$ cat config.mk
export PLATFORM = sky130hd
export DESIGN_NAME = div_unit
export DESIGN_NICKNAME = d
export VERILOG_FILES = /design/src/rtl/div_unit_pkg.sv /design/src/rtl/div_unit_step.sv /design/src/rtl/div_unit.sv
export SDC_FILE = /design/constraint.sdc
export NUM_CORES = 1
export LEC_CHECK = 0
export BUFFER_PORTS_ARGS = -buffer_cell sky130_fd_sc_hd__clkbuf_2
export CORE_MARGIN = 2
export CORE_UTILIZATION = 55
export CTS_CLUSTER_SIZE = 24
export DETAILED_ROUTE_END_ITERATION = 10
export GPL_ROUTABILITY_DRIVEN = 0
export PLACE_DENSITY = 0.8
export SYNTH_ARGS = -nofsm -noshare
export SYNTH_HDL_FRONTEND = slang
export SYNTH_SLANG_ARGS = --single-unit
$ cat constraint.sdc
create_clock -name clk -period 6.9 [get_ports clk]
set_input_delay 0.69 -clock clk [delete_from_list [all_inputs] [get_ports clk]]
set_output_delay 0.69 -clock clk [all_outputs]
set_load 0.1 [all_outputs]
$ cat src/rtl/div_unit_pkg.sv
// Shared state encodings and control constants for the iterative divider.
package div_unit_pkg;

  typedef enum logic [1:0] {
    DIV_IDLE = 2'b00,
    DIV_ZERO = 2'b01,
    DIV_CALC = 2'b10,
    DIV_DONE = 2'b11
  } div_state_e;

  localparam logic DivStart          = 1'b1;
  localparam logic DivStop           = 1'b0;
  localparam logic DivResultReady    = 1'b1;
  localparam logic DivResultNotReady = 1'b0;
  localparam logic DivSigned         = 1'b1;
  localparam logic DivUnsigned       = 1'b0;

endpackage

$ cat src/rtl/div_unit_step.sv
// One radix-2 restoring step: shift {partial_rem, quot} left, trial-subtract the divisor.
module div_unit_step #(
  parameter int DW = 32
) (
  input  logic [2*DW:0] rem_quot_i,
  input  logic [DW-1:0] divisor_i,
  output logic [2*DW:0] rem_quot_o
);

  logic [2*DW+1:0] shifted;
  logic [DW:0]     diff;
  logic            ge;

  always_comb begin
    shifted    = {rem_quot_i, 1'b0};
    ge         = shifted[2*DW+1:DW] >= {2'b00, divisor_i};
    diff       = shifted[2*DW:DW] - {1'b0, divisor_i};
    rem_quot_o = ge ? {diff, shifted[DW-1:1], 1'b1} : shifted[2*DW:0];
  end

endmodule

$ cat src/rtl/div_unit.sv
// Iterative 32-bit DIV/DIVU unit: quotient to LO, remainder to HI, stalls EX until done.
module div_unit
  import div_unit_pkg::*;
#(
  parameter int DW = 32,
  parameter int CW = 6
) (
  input  logic          clk,
  input  logic          rst,
  input  logic          start_i,
  input  logic          signed_i,
  input  logic [DW-1:0] opdata1_i,
  input  logic [DW-1:0] opdata2_i,
  input  logic          cancel_i,
  output logic [DW-1:0] result_lo_o,
  output logic [DW-1:0] result_hi_o,
  output logic          ready_o,
  output logic          stall_o
);

  div_state_e    state_q, state_d;
  logic [CW-1:0] cnt_q, cnt_d;
  logic [2*DW:0] work_q, work_d;
  logic [DW-1:0] divisor_q, divisor_d;
  logic          neg_quot_q, neg_quot_d;
  logic          neg_rem_q, neg_rem_d;
  logic          ready_q, ready_d;
  logic [DW-1:0] lo_q, lo_d;
  logic [DW-1:0] hi_q, hi_d;

  logic [2*DW:0] step_out;
  logic [DW-1:0] op1_abs, op2_abs;
  logic          is_signed;

  div_unit_step #(.DW(DW)) u_step (
    .rem_quot_i (work_q),
    .divisor_i  (divisor_q),
    .rem_quot_o (step_out)
  );

  always_comb begin
    is_signed = (signed_i == DivSigned);
    op1_abs   = (signed_i == DivUnsigned || !opdata1_i[DW-1]) ? opdata1_i : -opdata1_i;
    op2_abs   = (signed_i == DivUnsigned || !opdata2_i[DW-1]) ? opdata2_i : -opdata2_i;
  end

  assign stall_o = (state_q == DIV_IDLE && start_i == DivStart && !cancel_i) ||
                   (state_q == DIV_CALC) || (state_q == DIV_ZERO);

  always_comb begin
    state_d    = state_q;
    cnt_d      = cnt_q;
    work_d     = work_q;
    divisor_d  = divisor_q;
    neg_quot_d = neg_quot_q;
    neg_rem_d  = neg_rem_q;
    ready_d    = ready_q;
    lo_d       = lo_q;
    hi_d       = hi_q;

    if (cancel_i) begin
      if (state_q != DIV_IDLE) begin
        state_d = DIV_IDLE;
        ready_d = DivResultNotReady;
        lo_d    = '0;
        hi_d    = '0;
      end
    end else begin
      unique case (state_q)
        DIV_IDLE: begin
          if (start_i == DivStart) begin
            // Divide-by-zero results are staged directly in the working register.
            if (opdata2_i == '0) begin
              state_d    = DIV_ZERO;
              work_d     = {1'b0, opdata1_i, {DW{1'b1}}};
              neg_quot_d = 1'b0;
              neg_rem_d  = 1'b0;
            end else begin
              state_d    = DIV_CALC;
              cnt_d      = '0;
              work_d     = {{(DW+1){1'b0}}, op1_abs};
              divisor_d  = op2_abs;
              neg_quot_d = is_signed && (opdata1_i[DW-1] ^ opdata2_i[DW-1]);
              neg_rem_d  = is_signed && opdata1_i[DW-1];
            end
          end
        end
        DIV_ZERO: begin
          state_d = DIV_DONE;
        end
        DIV_CALC: begin
          work_d = step_out;
          cnt_d  = cnt_q + CW'(1);
          if (cnt_q == CW'(DW - 1)) begin
            state_d = DIV_DONE;
            cnt_d   = '0;
          end
        end
        DIV_DONE: begin
          if (start_i == DivStop) begin
            state_d = DIV_IDLE;
            ready_d = DivResultNotReady;
            lo_d    = '0;
            hi_d    = '0;
          end else begin
            ready_d = DivResultReady;
            lo_d    = neg_quot_q ? -work_q[DW-1:0] : work_q[DW-1:0];
            hi_d    = neg_rem_q ? -work_q[2*DW-1:DW] : work_q[2*DW-1:DW];
          end
        end
        default: state_d = DIV_IDLE;
      endcase
    end
  end

  always_ff @(posedge clk) begin
    if (rst) begin
      state_q    <= DIV_IDLE;
      cnt_q      <= '0;
      work_q     <= '0;
      divisor_q  <= '0;
      neg_quot_q <= 1'b0;
      neg_rem_q  <= 1'b0;
      ready_q    <= DivResultNotReady;
      lo_q       <= '0;
      hi_q       <= '0;
    end else begin
      state_q    <= state_d;
      cnt_q      <= cnt_d;
      work_q     <= work_d;
      divisor_q  <= divisor_d;
      neg_quot_q <= neg_quot_d;
      neg_rem_q  <= neg_rem_d;
      ready_q    <= ready_d;
      lo_q       <= lo_d;
      hi_q       <= hi_d;
    end
  end

  assign result_lo_o = lo_q;
  assign result_hi_o = hi_q;
  assign ready_o     = ready_q;

endmodule

==> flow_summary.toml, run 1 <==
[detailed_routing]
drc = 0
wl_met1_mm = 14.12
top_layer_used = "met4"
ant_nets = 0
drtIter0Drc = 1117
wl_mm = 31.73
vias = 11160
dr_wl_met2_mm = 13.91
wl_per_cell_um = 17.59
met3_length_mm = 2.639
dr.pass1.iters = 5
vias_per_cell = 6.183

[synthesis]
mappedNetlistArea_um2 = 11280
synth.area.mux_share_pct = 1.187
synthCells = 1458
synth_top_area_share_pct = 30.52
ys.flop_type = "dfxtp_1"
synthAdderAreaFrac_pct = 4.724
ys_seq_area_share_pct = 30.52
synth_area_leaders = "dfxtp_1 (31%), xnor2_1 (7.5%), nor2_1 (6.2%)"
async_flop_share_pct = 0
postSynthAreaPerCell_um2 = 7.738
ys_seq_elements = 172
synth_top_family_by_area = "compound AO/OA/AOI/OAI gates"
synth_largest_area_cell = "dfxtp_1"
ys_warn_count = 0
syn-num-nets = 1569
synth-simple-area-share_pct = 18.82
synth-xor-area-share_pct = 11.10
synth-edff-count = 0
synth-compound-area-share_pct = 28.27
synth_cell_types = 66

[final_layout]
fin_cells = 1804
area_delta_synth_final_pct = 11.66
nets = 1631
layout-drive-gt1-share_pct = 12.79

[clocking]
cts_tree = "done"
worstSkewPairLatency_ns = 0.43
post_cts_resized = 0
clkSlewWorstSetupHoldPaths_ns = 0.07
htreeDepth = 4
cts_root_buffer = "clkbuf_16"
postCtsSetupBuffers = 0
postCtsHoldBufs = 0
clock_path_buffers = 2
cts_inserted_buffers = 17
cts_sinks = 172

[sta]
max_freq_ghz = 0.2225
fin_crit_sh_pct = 65.13
finClkSkew_ns = 0.009358
whs_ns = 0.4572
rsz0062_at_grt = "false"
tightestPinTransition_ns = 1.130
slew_violations = 0
slew_headroom_pct = 24.00
finalSetupTns_ns = 0
hold_viol_final = 0
finalCriticalPeriod_ns = 4.494
setup_ws_ns = 2.406
finalSetupViolations = 0

[grt]
gr-total-overflow = 0
grt_pass1_vias = 10040
grt_usage_pct = 28.73
grt_max_degree = 99
grt_first_pass_wirelength_mm = 50.86
antenna_found_initial = 1

[min_path]
hold_path_class = "flip-flop to flip-flop"

[critical_path]
crit_type = "flip-flop to flip-flop"
crit_fanout = 30
cp_data_arrival_time_ns = 4.83
critPathRequiredTime_ns = 7.24
end_kind = "flip-flop"
start_kind = "flip-flop"

[pwr]
cellInternalPower_mw = 1.846
netSwitchingFraction_pct = 34.30
clkPwrFrac_pct = 32.3
p_switching_uw = 964.0
p_total_mw = 2.810
ir_drop_mv = 0.1746
seqPwrFrac_pct = 39.1
p_leak_nw = 4.791
comb_power_share_pct = 28.6
powerDensity_nw_per_um2 = 223.1

[floorplan]
dieArea_um2 = 21680
start_util_pct = 55.94
core_area_um2 = 20170
io_pins = 135
rows = 52
die_h_um = 147.2
die_x_um = 147.2

[run]
cap_violations = 0

[placed_design]
preCtsSetupSlack_ns = 2.313
placed_cells = 1771
dpl.hpwl_mm = 23.12
io_buffers = 134

[status]
status = "finished, final reports clean"
final cells by class:
class,count,area (um2)
Inverter,59,221.5
Clock inverter,8,60.06
Fill cell,1804,7572
Antenna cell,1,2.502
Tap cell,270,337.8
Timing Repair Buffer,144,748.2
Clock buffer,24,491.7
Sequential cell,172,3443
Multi-Input combinational cell,1126,7292
flip-flops by register name, indices dropped and copies added, names as in the netlist:
signal / flops
work_q: 65
cnt_q: 6
result_lo_o: 32
ready_o: 1
neg_rem_q: 1
result_hi_o: 32
divisor_q: 32
state_q: 2
neg_quot_q: 1
logic make-up after synthesis:
family / count (synthesis)
AND/OR/NAND/NOR: 457
buffers and inverters: 160
XOR/XNOR: 143
multiplexers: 13
AO/OA/AOI/OAI: 471
adder cells (fa/ha/maj): 42
flip-flops: 172
synthesized netlist by cell type (5+ instances only):
master / count
nor2_1: 186
dfxtp_1: 172
nand2_1: 112
a21oi_1: 104
xnor2_1: 97
o21ai_0: 87
clkbuf_1: 85
a22oi_1: 62
inv_1: 58
a211oi_1: 56
xor2_1: 46
ha_1: 41
o31ai_1: 24
o41ai_1: 24
nor3_1: 23
or3_1: 23
o221ai_1: 19
a22o_1: 18
nand3_1: 18
or4_1: 18
nor4_1: 14
buf_1: 11
nand2b_1: 11
a21o_1: 10
and3_1: 10
mux2i_1: 10
a31oi_1: 9
nand4_1: 9
and2_1: 7
o211ai_1: 7
o21a_1: 7
a221oi_1: 6
nor2b_1: 6
a2111oi_0: 5
a311oi_1: 5
buf_2: 5
nor3b_1: 5
or2_2: 5
placed cells by master, fill, tap and decap left out, types with 46 or more instances in the layout:
cell type,instances
nor2_1,184
xnor2_1,97
nand2_1,112
dfxtp_1,172
a211oi_1,55
o21ai_0,87
xor2_1,46
clkbuf_2,133
inv_1,58
a22oi_1,62
a21oi_1,104
critical path, cell delays in order, from the launching register on:
cell      delay, ns
dfxtp_1        0.36
inv_1          0.08
ha_1           0.15
inv_1          0.05
fa_1           0.39
a21o_1         0.21
a221o_1        0.40
a221oi_2       0.52
o311ai_1       0.26
o31ai_4        0.89
buf_4          0.46
a32oi_1        0.17
o311ai_0       0.18
nor3b_1        0.26
worst paths after layout:
| path | start | endpoint | slack [ns] | depth (start not counted) |
|---|---|---|---|---|
| setup reg to reg | work_q[31]$_SDFFE_PP0P_ | work_q[61]$_SDFFE_PP0P_ | 2.41 | 13 |
| hold / removal | neg_quot_q$_SDFFE_PP0P_ | neg_quot_q$_SDFFE_PP0P_ | 0.46 | 2 |
| setup / recovery | work_q[31]$_SDFFE_PP0P_ | work_q[61]$_SDFFE_PP0P_ | 2.41 | 13 |
| hold reg to reg | neg_quot_q$_SDFFE_PP0P_ | neg_quot_q$_SDFFE_PP0P_ | 0.46 | 2 |
metrics by stage:
step | utilization [%] | instance area [um2]
final | 62.46 | 12600
after CTS | 62.44 | 12590
after floorplan | - | 11280
after global routing | 62.44 | 12590
after global placement | 59.71 | 12040
after detailed placement | 59.71 | 12040
power by group through the flow:
stage | combinational [mW] | sequential [mW] | clock [mW]
after floorplan | 0.606 | 1.09 | 0
after global placement | 0.769 | 1.11 | 0
after detailed placement | 0.784 | 1.12 | 0
after CTS | 0.790 | 1.09 | 0.916
after global routing | 0.886 | 1.10 | 0.961
final | 0.804 | 1.10 | 0.909
per-layer routing:
metal  track usage, %  vias up
met5                0        -
met4            11.54        0
met3            5.093       52
met2            44.11      496
met1            40.08     5157
li1                 -     5450
Note: power is estimated with default switching activity, not from simulation.
==> run 2: changes to the inputs <==
CORE_UTILIZATION = 54   (was 55)
PLACE_DENSITY = 0.82   (was 0.8)
clock period = 4.1 ns   (was 6.9 ns; I/O delays follow)
==> run 2 against run 1 <==
Net effect:
- routed wire length up 2.4%
- largest cell class unchanged
- clock power up 76%
- clock skew down 0.0013 ns
- final cell count up 1.0%
- first-iteration DRC count up 4.7%
- flip-flop and latch count unchanged
- sequential share of layout area down 0.39 points
- sequential power up 67%
==> flow_summary.toml, run 2 (synthesized netlist as in run 1, its figures left out) <==
[sta]
finalSetupViolations = 0
tightestPinTransition_ns = 1.093
finalCriticalPeriod_ns = 3.761
finalSetupTns_ns = 0
slew_headroom_pct = 26.95
whs_ns = 0.2822
hold_viol_final = 0
rsz0062_at_grt = "false"
finClkSkew_ns = 0.008059
max_freq_ghz = 0.2659
fin_crit_sh_pct = 91.73
slew_violations = 0

[clocking]
clock_path_buffers = 2
htreeDepth = 4
cts_sinks = 172
cts_tree = "done"
cts_inserted_buffers = 17
clkSlewWorstSetupHoldPaths_ns = 0.07
postCtsHoldBufs = 0
postCtsSetupBuffers = 0
cts_root_buffer = "clkbuf_16"
post_cts_resized = 0
worstSkewPairLatency_ns = 0.44

[critical_path]
cp_common_cell = "inv_1"
crit_slowest_cell = "a221oi_2"
end_kind = "flip-flop"
critPathRequiredTime_ns = 4.40
critPathTopFamily = "compound AO/OA/AOI/OAI gates"
ff2ff_setup_slack_ns = 0.34
crit_fanout = 22
cp_data_arrival_time_ns = 4.06
r2r_cells = 13
crit_buf_inv = 3
r2r_start = "work_q[31]$_SDFFE_PP0P_"
crit_type = "flip-flop to flip-flop"
start_kind = "flip-flop"
rr_endpoint = "work_q[37]$_SDFFE_PP0P_"
cpPeakStageDelay_ns = 0.52
path_cells = "inv_1 > ha_1 > inv_1 > fa_1 > a21o_1 > a221o_1 > a221oi_2 > o311ai_1 > o31ai_4 > buf_4 > mux2_2 > a22oi_1 > a211oi_1"

[placed_design]
placed_cells = 1790
io_buffers = 134
dpl.hpwl_mm = 24.11

[final_layout]
layout-drive-gt1-share_pct = 13.98
n_fill_cell = 1743
final_cell_mix = "nor2_1 (184), dfxtp_1 (172), clkbuf_2 (133)"
largest_register_ffs = 65
final_common_cell = "nor2_1"
register_area_um2 = 3443
multi_input_comb_area_um2 = 7292
nets = 1650
fin_cells = 1822
area_delta_synth_final_pct = 13.25
top_register = "work_q"
diodes = 0

[floorplan]
die_h_um = 148.5
dieArea_um2 = 22070
start_util_pct = 55.40
io_pins = 135
die_x_um = 148.5
core_area_um2 = 20360
rows = 52

[grt]
grt_pass1_vias = 10210
grt_usage_pct = 29.04
antenna_found_initial = 0
grt_first_pass_wirelength_mm = 51.52
gr-total-overflow = 0
grt_max_degree = 63

[min_path]
hold_depth = 3
hold_end = "divisor_q[0]$_SDFFE_PP0P_"
hold_path_class = "input pin to flip-flop"
min_from = "opdata2_i[0]"

[pwr]
powerDensity_nw_per_um2 = 377.9
ir_drop_mv = 0.2925
p_leak_nw = 4.917

[run]
cap_violations = 0

[detailed_routing]
ant_nets = 0
drtIter0Drc = 1170
wl_per_cell_um = 17.83
wl_mm = 32.50
dr.pass1.iters = 7
vias = 11320
drc = 0
vias_per_cell = 6.214

[status]
status = "finished, final reports clean"
[run 2: tightest hold or removal path: cells and delay by family]
| family | cells | cell delay [ns] |
|---|---|---|
| buffers and inverters | 1 | 0.12 |
| multiplexers | 1 | 0.08 |
| AND/OR/NAND/NOR | 1 | 0.08 |
[run 2: area by class of cell]
| type | count | share of cell area, % |
|---|---|---|
| clock buffer | 21 | 3.682 |
| timing repair buffer | 163 | 7.070 |
| clock inverter | 11 | 0.8519 |
| sequential | 172 | 26.95 |
| multi-input combinational | 1126 | 57.07 |
| tap | 270 | 2.644 |
| inverter | 59 | 1.733 |
[run 2: per-layer routing]
metal  track usage [%]  vias to the layer above  routed length, um
met4             9.143                        0                749
met5                 0                        -                  0
li1                  -                     5496                  -
met3             6.411                       54               3294
met1             39.10                     5273              13720
met2             46.53                      498              14730
[run 2: worst max-delay path by stage]
stage | endpoint | cells after the start | startpoint
2_1_floorplan | work_q[43]$_SDFFE_PP0P_ | 15 | work_q[31]$_SDFFE_PP0P_
3_3_place_gp | work_q[37]$_SDFFE_PP0P_ | 12 | divisor_q[0]$_SDFFE_PP0P_
3_5_place_dp | work_q[37]$_SDFFE_PP0P_ | 13 | work_q[31]$_SDFFE_PP0P_
4_1_cts | work_q[37]$_SDFFE_PP0P_ | 12 | divisor_q[0]$_SDFFE_PP0P_
5_1_grt | work_q[37]$_SDFFE_PP0P_ | 13 | work_q[31]$_SDFFE_PP0P_
6_report | work_q[37]$_SDFFE_PP0P_ | 13 | work_q[31]$_SDFFE_PP0P_
[run 2: report_power, final]
part / internal (mW) / total [mW] / switching [mW]
Combinational: 0.544 / 1.39 / 0.847
Sequential: 1.74 / 1.84 / 0.0982
Clock: 0.892 / 1.60 / 0.706
Total: 3.18 / 4.83 / 1.65
[run 2: per-stage QoR]
stage	setup slack, ns	instance area, um2	utilization (%)	power [mW]
2_1_floorplan	0.6273	11280	-	2.862
3_3_place_gp	0.4984	12200	59.90	3.191
3_5_place_dp	0.3828	12200	59.90	3.222
4_1_cts	0.3613	12780	62.74	4.816
5_1_grt	0.06803	12780	62.74	5.061
6_report	0.3392	12780	62.74	4.829
